**src/rtl/fetch_unit_pkg.sv**
```systemverilog
// fetch_unit_pkg: shared definitions for the instruction fetch stage.
// Contains the default bus widths, the reset PC, the fetch FSM state encodings
// and a helper that sizes the memory wait counter.
package fetch_unit_pkg;

  localparam int unsigned FU_ADDR_W   = 16;
  localparam int unsigned FU_DATA_W   = 16;
  localparam int unsigned FU_RESET_PC = 0;

  typedef logic [0:0] fstate_t;

  localparam fstate_t FS_IDLE = 1'b0;
  localparam fstate_t FS_REQ  = 1'b1;

  // Wait counter width: $clog2(TIMEOUT), with a floor of one bit.
  function automatic int unsigned cnt_width(input int unsigned timeout);
    return (timeout < 2) ? 1 : $clog2(timeout);
  endfunction

endpackage

```
**src/rtl/fetch_unit_if.sv**
```systemverilog
// fetch_unit_if: control, memory and decode-side signals of the fetch stage.
//   master : view of the fetch unit (drives mem_req/mem_addr and decode outputs)
//   slave  : view of the environment (controller, writeback, memory, decode)
// ADDR_W / DATA_W must match the parameters of the attached fetch_unit.
interface fetch_unit_if #(
  parameter int unsigned ADDR_W = fetch_unit_pkg::FU_ADDR_W,
  parameter int unsigned DATA_W = fetch_unit_pkg::FU_DATA_W
);
  logic              fetch_en;
  logic              pc_load;
  logic [ADDR_W-1:0] pc_load_addr;
  logic              mem_req;
  logic [ADDR_W-1:0] mem_addr;
  logic              mem_ready;
  logic [DATA_W-1:0] mem_rdata;
  logic [DATA_W-1:0] instr;
  logic [ADDR_W-1:0] instr_pc;
  logic              instr_valid;
  logic [ADDR_W-1:0] pc;
  logic              busy;
  logic              fault;

  modport master (
    input  fetch_en, pc_load, pc_load_addr, mem_ready, mem_rdata,
    output mem_req, mem_addr, instr, instr_pc, instr_valid, pc, busy, fault
  );

  modport slave (
    output fetch_en, pc_load, pc_load_addr, mem_ready, mem_rdata,
    input  mem_req, mem_addr, instr, instr_pc, instr_valid, pc, busy, fault
  );
endinterface

```
**src/rtl/fetch_unit_rise_detect.sv**
```systemverilog
// rise_detect: 1-bit rising-edge detector on a synchronous level.
//   clk    : clock
//   rst    : asynchronous active-low reset
//   d_i    : level input, sampled on the rising edge
//   rise_o : d_i high now and low at the previous edge (combinational from d_i)
module rise_detect (
  input  logic clk,
  input  logic rst,
  input  logic d_i,
  output logic rise_o
);
  logic d_q;

  always_ff @(posedge clk or negedge rst) begin
    if (!rst) d_q <= 1'b0;
    else      d_q <= d_i;
  end

  assign rise_o = d_i & ~d_q;
endmodule

```
**src/rtl/fetch_unit.sv**
```systemverilog
// fetch_unit: instruction fetch stage.
// Each rising edge of the fetch phase level issues one memory read at pc,
// latches the returned word for decode and advances pc. Writeback redirects
// overwrite pc (deferred until completion when a read is in flight). A read
// that sees no mem_ready for TIMEOUT edges raises a sticky fault.
//   clk : clock, all state changes on the rising edge
//   rst : asynchronous active-low reset
//   bus : fetch_unit_if master view (fetch_en, pc_load*, mem_*, instr*, pc,
//         busy, fault)
module fetch_unit
  import fetch_unit_pkg::*;
#(
  parameter int unsigned ADDR_W   = FU_ADDR_W,
  parameter int unsigned DATA_W   = FU_DATA_W,
  parameter int unsigned RESET_PC = FU_RESET_PC,
  parameter int unsigned TIMEOUT  = 16
) (
  input  logic        clk,
  input  logic        rst,
  fetch_unit_if.master bus
);
  localparam int unsigned CNT_W = cnt_width(TIMEOUT);
  localparam logic [ADDR_W-1:0] PC_RST  = ADDR_W'(RESET_PC);
  localparam logic [CNT_W-1:0]  CNT_END = CNT_W'(TIMEOUT - 1);

  fstate_t           state_q, state_d;
  logic [ADDR_W-1:0] pc_q, pc_d;
  logic [ADDR_W-1:0] mem_addr_q, mem_addr_d;
  logic              mem_req_q, mem_req_d;
  logic [DATA_W-1:0] instr_q, instr_d;
  logic [ADDR_W-1:0] instr_pc_q, instr_pc_d;
  logic              instr_valid_q, instr_valid_d;
  logic              fault_q, fault_d;
  logic [CNT_W-1:0]  wait_q, wait_d;
  logic              pend_q, pend_d;
  logic [ADDR_W-1:0] pend_addr_q, pend_addr_d;

  logic              start;
  logic              redir_any;
  logic [ADDR_W-1:0] redir_addr;

  rise_detect u_rise (
    .clk    (clk),
    .rst    (rst),
    .d_i    (bus.fetch_en),
    .rise_o (start)
  );

  // Redirect seen while in REQ: a strobe on this very edge beats an older
  // pending target, so the newest writeback target always wins.
  assign redir_any  = bus.pc_load | pend_q;
  assign redir_addr = bus.pc_load ? bus.pc_load_addr : pend_addr_q;

  always_comb begin
    state_d       = state_q;
    pc_d          = pc_q;
    mem_addr_d    = mem_addr_q;
    mem_req_d     = mem_req_q;
    instr_d       = instr_q;
    instr_pc_d    = instr_pc_q;
    instr_valid_d = instr_valid_q;
    fault_d       = fault_q;
    wait_d        = wait_q;
    pend_d        = pend_q;
    pend_addr_d   = pend_addr_q;

    unique case (state_q)
      FS_IDLE: begin
        if (bus.pc_load) pc_d = bus.pc_load_addr;
        if (start && !fault_q) begin
          state_d       = FS_REQ;
          mem_req_d     = 1'b1;
          mem_addr_d    = bus.pc_load ? bus.pc_load_addr : pc_q;
          instr_valid_d = 1'b0;
          wait_d        = '0;
          pend_d        = 1'b0;
        end
      end
      FS_REQ: begin
        if (bus.pc_load) begin
          pend_d      = 1'b1;
          pend_addr_d = bus.pc_load_addr;
        end
        if (bus.mem_ready) begin
          state_d       = FS_IDLE;
          mem_req_d     = 1'b0;
          instr_d       = bus.mem_rdata;
          instr_pc_d    = mem_addr_q;
          instr_valid_d = 1'b1;
          pc_d          = redir_any ? redir_addr : mem_addr_q + ADDR_W'(1);
          pend_d        = 1'b0;
        end else if (wait_q == CNT_END) begin
          state_d       = FS_IDLE;
          mem_req_d     = 1'b0;
          instr_valid_d = 1'b0;
          fault_d       = 1'b1;
          if (redir_any) pc_d = redir_addr;
          pend_d        = 1'b0;
        end else begin
          wait_d = wait_q + CNT_W'(1);
        end
      end
      default: state_d = FS_IDLE;
    endcase
  end

  always_ff @(posedge clk or negedge rst) begin
    if (!rst) begin
      state_q       <= FS_IDLE;
      pc_q          <= PC_RST;
      mem_addr_q    <= PC_RST;
      mem_req_q     <= 1'b0;
      instr_q       <= '0;
      instr_pc_q    <= '0;
      instr_valid_q <= 1'b0;
      fault_q       <= 1'b0;
      wait_q        <= '0;
      pend_q        <= 1'b0;
      pend_addr_q   <= '0;
    end else begin
      state_q       <= state_d;
      pc_q          <= pc_d;
      mem_addr_q    <= mem_addr_d;
      mem_req_q     <= mem_req_d;
      instr_q       <= instr_d;
      instr_pc_q    <= instr_pc_d;
      instr_valid_q <= instr_valid_d;
      fault_q       <= fault_d;
      wait_q        <= wait_d;
      pend_q        <= pend_d;
      pend_addr_q   <= pend_addr_d;
    end
  end

  assign bus.mem_req     = mem_req_q;
  assign bus.mem_addr    = mem_addr_q;
  assign bus.instr       = instr_q;
  assign bus.instr_pc    = instr_pc_q;
  assign bus.instr_valid = instr_valid_q;
  assign bus.pc          = pc_q;
  assign bus.busy        = (state_q == FS_REQ);
  assign bus.fault       = fault_q;
endmodule

```
**src/flat_wrapper.sv**
```systemverilog
// flat-port wrapper written by rule: the top's interface ports become plain ports
module fetch_unit_flat import fetch_unit_pkg::*;
#(
  parameter int unsigned ADDR_W   = FU_ADDR_W,
  parameter int unsigned DATA_W   = FU_DATA_W,
  parameter int unsigned RESET_PC = FU_RESET_PC,
  parameter int unsigned TIMEOUT  = 16
)
  (clk, rst, bus_fetch_en, bus_pc_load, bus_pc_load_addr, bus_mem_ready, bus_mem_rdata, bus_mem_req, bus_mem_addr, bus_instr, bus_instr_pc, bus_instr_valid, bus_pc, bus_busy, bus_fault);
  fetch_unit_if #(.ADDR_W(ADDR_W), .DATA_W(DATA_W)) bus_i ();
  input  logic clk;
  input  logic rst;
  input wire logic [$bits(bus_i.fetch_en)-1:0] bus_fetch_en;
  input wire logic [$bits(bus_i.pc_load)-1:0] bus_pc_load;
  input wire logic [$bits(bus_i.pc_load_addr)-1:0] bus_pc_load_addr;
  input wire logic [$bits(bus_i.mem_ready)-1:0] bus_mem_ready;
  input wire logic [$bits(bus_i.mem_rdata)-1:0] bus_mem_rdata;
  output wire logic [$bits(bus_i.mem_req)-1:0] bus_mem_req;
  output wire logic [$bits(bus_i.mem_addr)-1:0] bus_mem_addr;
  output wire logic [$bits(bus_i.instr)-1:0] bus_instr;
  output wire logic [$bits(bus_i.instr_pc)-1:0] bus_instr_pc;
  output wire logic [$bits(bus_i.instr_valid)-1:0] bus_instr_valid;
  output wire logic [$bits(bus_i.pc)-1:0] bus_pc;
  output wire logic [$bits(bus_i.busy)-1:0] bus_busy;
  output wire logic [$bits(bus_i.fault)-1:0] bus_fault;
  assign bus_i.fetch_en = bus_fetch_en;
  assign bus_i.pc_load = bus_pc_load;
  assign bus_i.pc_load_addr = bus_pc_load_addr;
  assign bus_i.mem_ready = bus_mem_ready;
  assign bus_i.mem_rdata = bus_mem_rdata;
  assign bus_mem_req = bus_i.mem_req;
  assign bus_mem_addr = bus_i.mem_addr;
  assign bus_instr = bus_i.instr;
  assign bus_instr_pc = bus_i.instr_pc;
  assign bus_instr_valid = bus_i.instr_valid;
  assign bus_pc = bus_i.pc;
  assign bus_busy = bus_i.busy;
  assign bus_fault = bus_i.fault;
  fetch_unit #(.ADDR_W(ADDR_W), .DATA_W(DATA_W), .RESET_PC(RESET_PC), .TIMEOUT(TIMEOUT)) u_core (.clk(clk), .rst(rst), .bus(bus_i));
endmodule
```
**config.mk**
```make
export PLATFORM = sky130hd
export DESIGN_NAME = fetch_unit_flat
export DESIGN_NICKNAME = d
export VERILOG_FILES = /design/src/rtl/fetch_unit_pkg.sv /design/src/rtl/fetch_unit_if.sv /design/src/rtl/fetch_unit_rise_detect.sv /design/src/rtl/fetch_unit.sv /design/src/flat_wrapper.sv
export SDC_FILE = /design/constraint.sdc
export NUM_CORES = 1
export LEC_CHECK = 0
export ABC_AREA = 1
export CAP_MARGIN = 20
export CORE_ASPECT_RATIO = 1.4
export CORE_MARGIN = 4
export CORE_UTILIZATION = 35
export DETAILED_ROUTE_END_ITERATION = 8
export GPL_TIMING_DRIVEN = 0
export PLACE_DENSITY = 0.63
export SYNTH_ARGS = -nofsm -noshare
export SYNTH_HDL_FRONTEND = slang
export SYNTH_SLANG_ARGS = --single-unit
```
**constraint.sdc**
```tcl
create_clock -name clk -period 3.1 [get_ports clk]
set_input_delay 0.465 -clock clk [delete_from_list [all_inputs] [get_ports clk]]
set_output_delay 0.465 -clock clk [all_outputs]
set_load 0.01 [all_outputs]
```
After elaboration in Yosys (flattened, before gate mapping):

Index checks and enable logic that the tools add are counted.

* output and inout bits: 68
* bits in registers: 90
* logic and storage cells: 61
* input bits: 37

* equality and inequality tests: 7
* bitwise gates (word level): 5
* reductions and logical operators: 9
* multiplexer cells: 26
* $add $sub $neg: 2

Operator list (number)
* two-way mux 16 bit: 6
* one-hot mux 16 bit (2 select lines): 1
* adder 16 x 1 -> 16 bit, second input constant: 1
* two-way mux 4 bit: 3
* two-way mux 1 bit: 11
* AND reduction 2 bit: 5
* one-hot mux 1 bit (2 select lines): 4
* one-hot mux 4 bit (2 select lines): 1
* != test 3 bit, second input constant: 2
* AND reduction 3 bit: 2
* adder 4 x 1 -> 4 bit, second input constant: 1
* equality test 4 bit, second input constant: 1
* != test 2 bit, second input constant: 2
* != test 4 bit, second input constant: 1
* inverter 1 bit: 3
* != test 2 x 1 -> 1 bit, second input constant: 1
* bitwise AND 1 bit: 1
* logical AND 1 bit: 1
* zero test 1 bit: 1
* OR 1 bit: 1

Depth between registers and ports, before layout:

* depth after elaboration: 5
* depth in mapped cells: 8
* gate-level depth less buffers: 8

Hierarchy:

From an unflattened synthesis, not the netlist that was laid out.

* cells, all modules: 509
* area total of the unflattened synthesis: 4307.9 µm²

By module, submodules not included
* fetch_unit: area an instance 4272.8 µm², cells each 506, instances 1, seq. area each 2227.1 µm²
* rise_detect: area an instance 35.0 µm², cells each 3, instances 1, seq. area each 25.0 µm²

Least setup slack after synthesis:

No wires, ideal clock.

* path kind: register to register
* start: reg u_core.state_q, in the netlist u_core.bus.busy
* end: reg u_core.instr_pc_q[2], in the netlist u_core.bus.instr_pc[2]
* library setup time: 0.125 ns
* data required time: 2.975 ns
* slack: 1.679 ns
* buffers on the path: 3
* cell stages (with the launch flop): 6
* clock period less this slack: 1.421 ns
* data arrival time: 1.297 ns
* cells stage by stage: dfrtp_1 -> buf_4 -> nand2_1 -> buf_2 -> buf_4 -> mux2_2

* word-level cells in the longest chain between the ends: 1

RTL lines
* start: declaration: line fetch_unit.sv:26 `fstate_t state_q, state_d;`
* start signal: assignment: line fetch_unit.sv:121 `state_q <= state_d;`
* AND reduction 2 bit (no line)
* end signal: assignment: line fetch_unit.sv:126 `instr_pc_q <= instr_pc_d;`
* end: declaration: line fetch_unit.sv:31 `logic [ADDR_W-1:0] instr_pc_q, instr_pc_d;`

No other way between the ends.
A chain may end at the register's enable or synchronous reset.

Worst setup path in the final report:

* start: reg u_core.mem_addr_q[6], in the netlist u_core.bus.mem_addr[6]
* end: out bus_mem_addr[6]

RTL lines
* start: declaration: line fetch_unit.sv:28 `logic [ADDR_W-1:0] mem_addr_q, mem_addr_d;`
* start signal: assignment: line fetch_unit.sv:123 `mem_addr_q <= mem_addr_d;`
* end: declaration: line flat_wrapper.sv:19 `output wire logic [$bits(bus_i.mem_addr)-1:0] bus_mem_addr;`

No word-level cell between the ends.

==> impl_metrics.csv <==
group,metric,value,unit
floorplanning,start_util,0.3618,
cells_and_area,diodes,0,
clocking,clkLatencyLatePin,340,ps
sta,min_period,1917,ps
setup_path,slowest_stage,"clkdlybuf4s50_1",
setup_path,crit_buf_inv,1,
sta,worst_slew_pin_slew,572.7,ps
sta,rsz0062_at_grt,"false",
pwr,ir_drop,0.2928,mV
global_routing,grt_use_total,0.1826,
clocking,cts_resized,0,
setup_path,r2r_slack,1440,ps
logic_synthesis,synth.distinct_cells,28,
setup_path,cp_cell_sequence,"clkdlybuf4s50_1",
run,cap_violations,0,
cells_and_area,layout_commonest_cell,"nand2_1",
logic_synthesis,syn-num-nets,559,
setup_path,critPathLaunchType,"flop",
logic_synthesis,synth_warnings,0,
logic_synthesis,yosysSeqAreaShare,0.5189,
clocking,tritoncts,"done",
global_routing,grt_pass1_vias,3989,
setup_path,cp_top_family,"buffers and inverters",
route,drc,0,
pwr,p_leak,2.702,nW
placement,dp_slack,957.2,ps
setup_path,critPathRequiredTime,2630,ps
floorplanning,die_w,102.1,um
setup_path,r2r-end,"u_core.bus.pc[5]",
pwr,report.power.total,0.004096,W
route,finalWirelength,12500,um
sta,fmax,521.8,MHz
route,vias,3848,
setup_path,critPathKind,"reg -> out",
floorplanning,die_area,14270,um2
global_routing,grt_pass1_wl,20400,um
global_routing,grt.overflow.total,0,
placement,dpl.hpwl,9565,um
global_routing,grt_antenna_before_repair,0,
floorplanning,num_io_pins,105,
logic_synthesis,ys_ff_latch,90,
clocking,path_clk_slew,60,ps
clocking,htree_levels,3,
worst_hold_path,min_path_type,"in -> async",
cells_and_area,drive_gt1_frac,0.09844,
clocking,cts.sinks,90,
sta,holdWs,90.39,ps
clocking,post-cts-setup-buffers,0,
sta,setup_slack,1184,ps
sta,fin_skew,4.113,ps
setup_path,arrival,1450,ps
floorplanning,core-area,12000,um2
setup_path,path_max_fanout,6,
cells_and_area,post-route-util,0.4914,
placement,place_congestion,0.8162,
logic_synthesis,netlist_instances,520,
sta,drv_slew,0,
setup_path,r2r_cells,6,
cells_and_area,final_nets,675,
route,drtPass1Iterations,4,
setup_path,regToRegStartpoint,"u_core.bus.busy",
route,viasPerCell,4.889,
logic_synthesis,avgSynthCellArea,8.347,um2
sta,setup_violations,0,
global_routing,grt_max_degree,56,
route,drt_iter0_markers,157,
pwr,p_per_area,694.7,nW/um2
sta,relSlewSlack,0.6182,
placement,portBuffers,104,
sta,finalSetupTns,0,ps
sta,hold_viol,0,
run_status,status,"completed",
floorplanning,row_count,47,
clocking,hold_buffers,0,
sta,finalCritPeriodShare,0.6182,
clocking,numCtsBuffers,9,
floorplanning,die_h,139.8,um
clocking,cts_buffer_depth,2,
cells_and_area,area_growth_syn_to_layout,35.83,%
cells_and_area,layout.cells.most_common_list,"nand2_1 (133), clkdlybuf4s50_1 (103), dfrtp_1 (90)",
cells_and_area,fill_cells,1191,
route,wire_per_inst,15.89,um
setup_path,critPathMaxStageDelay,600,ps
clocking,cts-root-buf,"clkbuf_16",
route,drtAntennaViolNets,0,
setup_path,end_kind,"primary output",
logic_synthesis,syn_area,4340,um2
worst max path at each step:
stage,depth (start not counted),to,start,slack (ps)
after floorplan,5,u_core.bus.instr_pc[2],u_core.bus.busy,1680
after global placement,1,u_core.bus.pc[14],rst,-1690
after detailed placement,7,u_core.bus.mem_addr[15],bus_fetch_en,960
after CTS,1,bus_mem_addr[6],u_core.bus.mem_addr[6],1190
after global routing,1,bus_mem_addr[3],u_core.bus.mem_addr[3],1140
final,1,bus_mem_addr[6],u_core.bus.mem_addr[6],1180
worst register-to-register path: cells and delay by family (launching register included):
family                 cells  cell delay [ps]
AOI/OAI and AO/OA          3              410
buffers and inverters      3              750
DFF                        1              380
area by class of cell:
class	count	area, um2	area share
Sequential cell	90	2252	0.3820
Inverter	53	198.9	0.03374
Timing Repair Buffer	105	1066	0.1808
Clock buffer	13	270.3	0.04584
Tap cell	147	183.9	0.03120
Buffer	23	150.1	0.02547
Multi-Input combinational cell	354	1739	0.2950
Clock inverter	2	35.03	0.005942
layer usage:
metal / wire (um) / track usage / vias to the layer above / part of all wire
li1: - / - / 1913 / -
met1: 5063 / 0.2247 / 1823 / 0.40
met2: 6620 / 0.3152 / 92 / 0.53
met3: 524 / 0.02904 / 20 / 0.042
met4: 295 / 0.07049 / 0 / 0.024
met5: 0 / 0 / - / 0
per-stage QoR:
step,instance area [um2],std cells
global placement,5565,771
finish,5896,787
global route,5896,787
detailed placement,5590,772
floorplan,4340,520
CTS,5896,787
power breakdown:
part / switching (W) / internal, W
clock network: 0.000439 / 0.000685
logic: 0.000621 / 0.000666
registers: 0.000215 / 0.00147
total: 0.00127 / 0.00282
cell usage after synthesis:
cell,instances,area [um2]
nand2_2,1,6.260
ha_1,2,25.02
nor3_1,4,20.02
nand2_4,1,11.26
a21oi_2,1,8.760
nand3_1,20,100.1
a21oi_1,42,210.2
inv_1,48,180.2
nor2_1,38,142.6
buf_4,3,22.52
clkbuf_2,2,10.01
clkbuf_1,5,18.77
o21ai_1,4,20.02
xor2_1,1,8.760
mux2_2,18,202.7
buf_8,1,15.01
buf_2,7,35.03
o21a_1,3,22.52
buf_6,4,45.04
o21ai_0,77,385.4
inv_2,5,18.77
nand2_1,133,499.2
nand4_1,4,25.02
o21bai_1,1,7.510
buf_1,1,3.750
nor2_4,3,33.78
dfrtp_1,90,2252
nor3_2,1,10.01
sequential cells by signal, indices dropped and copies added (netlist names):
signal                  flops
u_core.wait_q               4
u_core.u_rise.d_q           1
u_core.pend_addr_q         16
u_core.bus.mem_req          1
u_core.bus.busy             1
u_core.bus.mem_addr        16
u_core.pend_q               1
u_core.bus.instr_pc        16
u_core.bus.instr_valid      1
u_core.bus.fault            1
u_core.bus.instr           16
u_core.bus.pc              16
logic make-up after synthesis:
| group | Yosys count | share of synthesized area |
|---|---|---|
| and+or+nand+nor | 205 | 0.1954 |
| AOI/OAI and AO/OA | 128 | 0.1508 |
| DFF | 90 | 0.5189 |
| buffers and inverters | 76 | 0.08042 |
| muxes | 18 | 0.04670 |
| adders and majority gates | 2 | 0.005764 |
| xor gates and xnor gates | 1 | 0.002018 |
(Power assumes the default switching activity.)
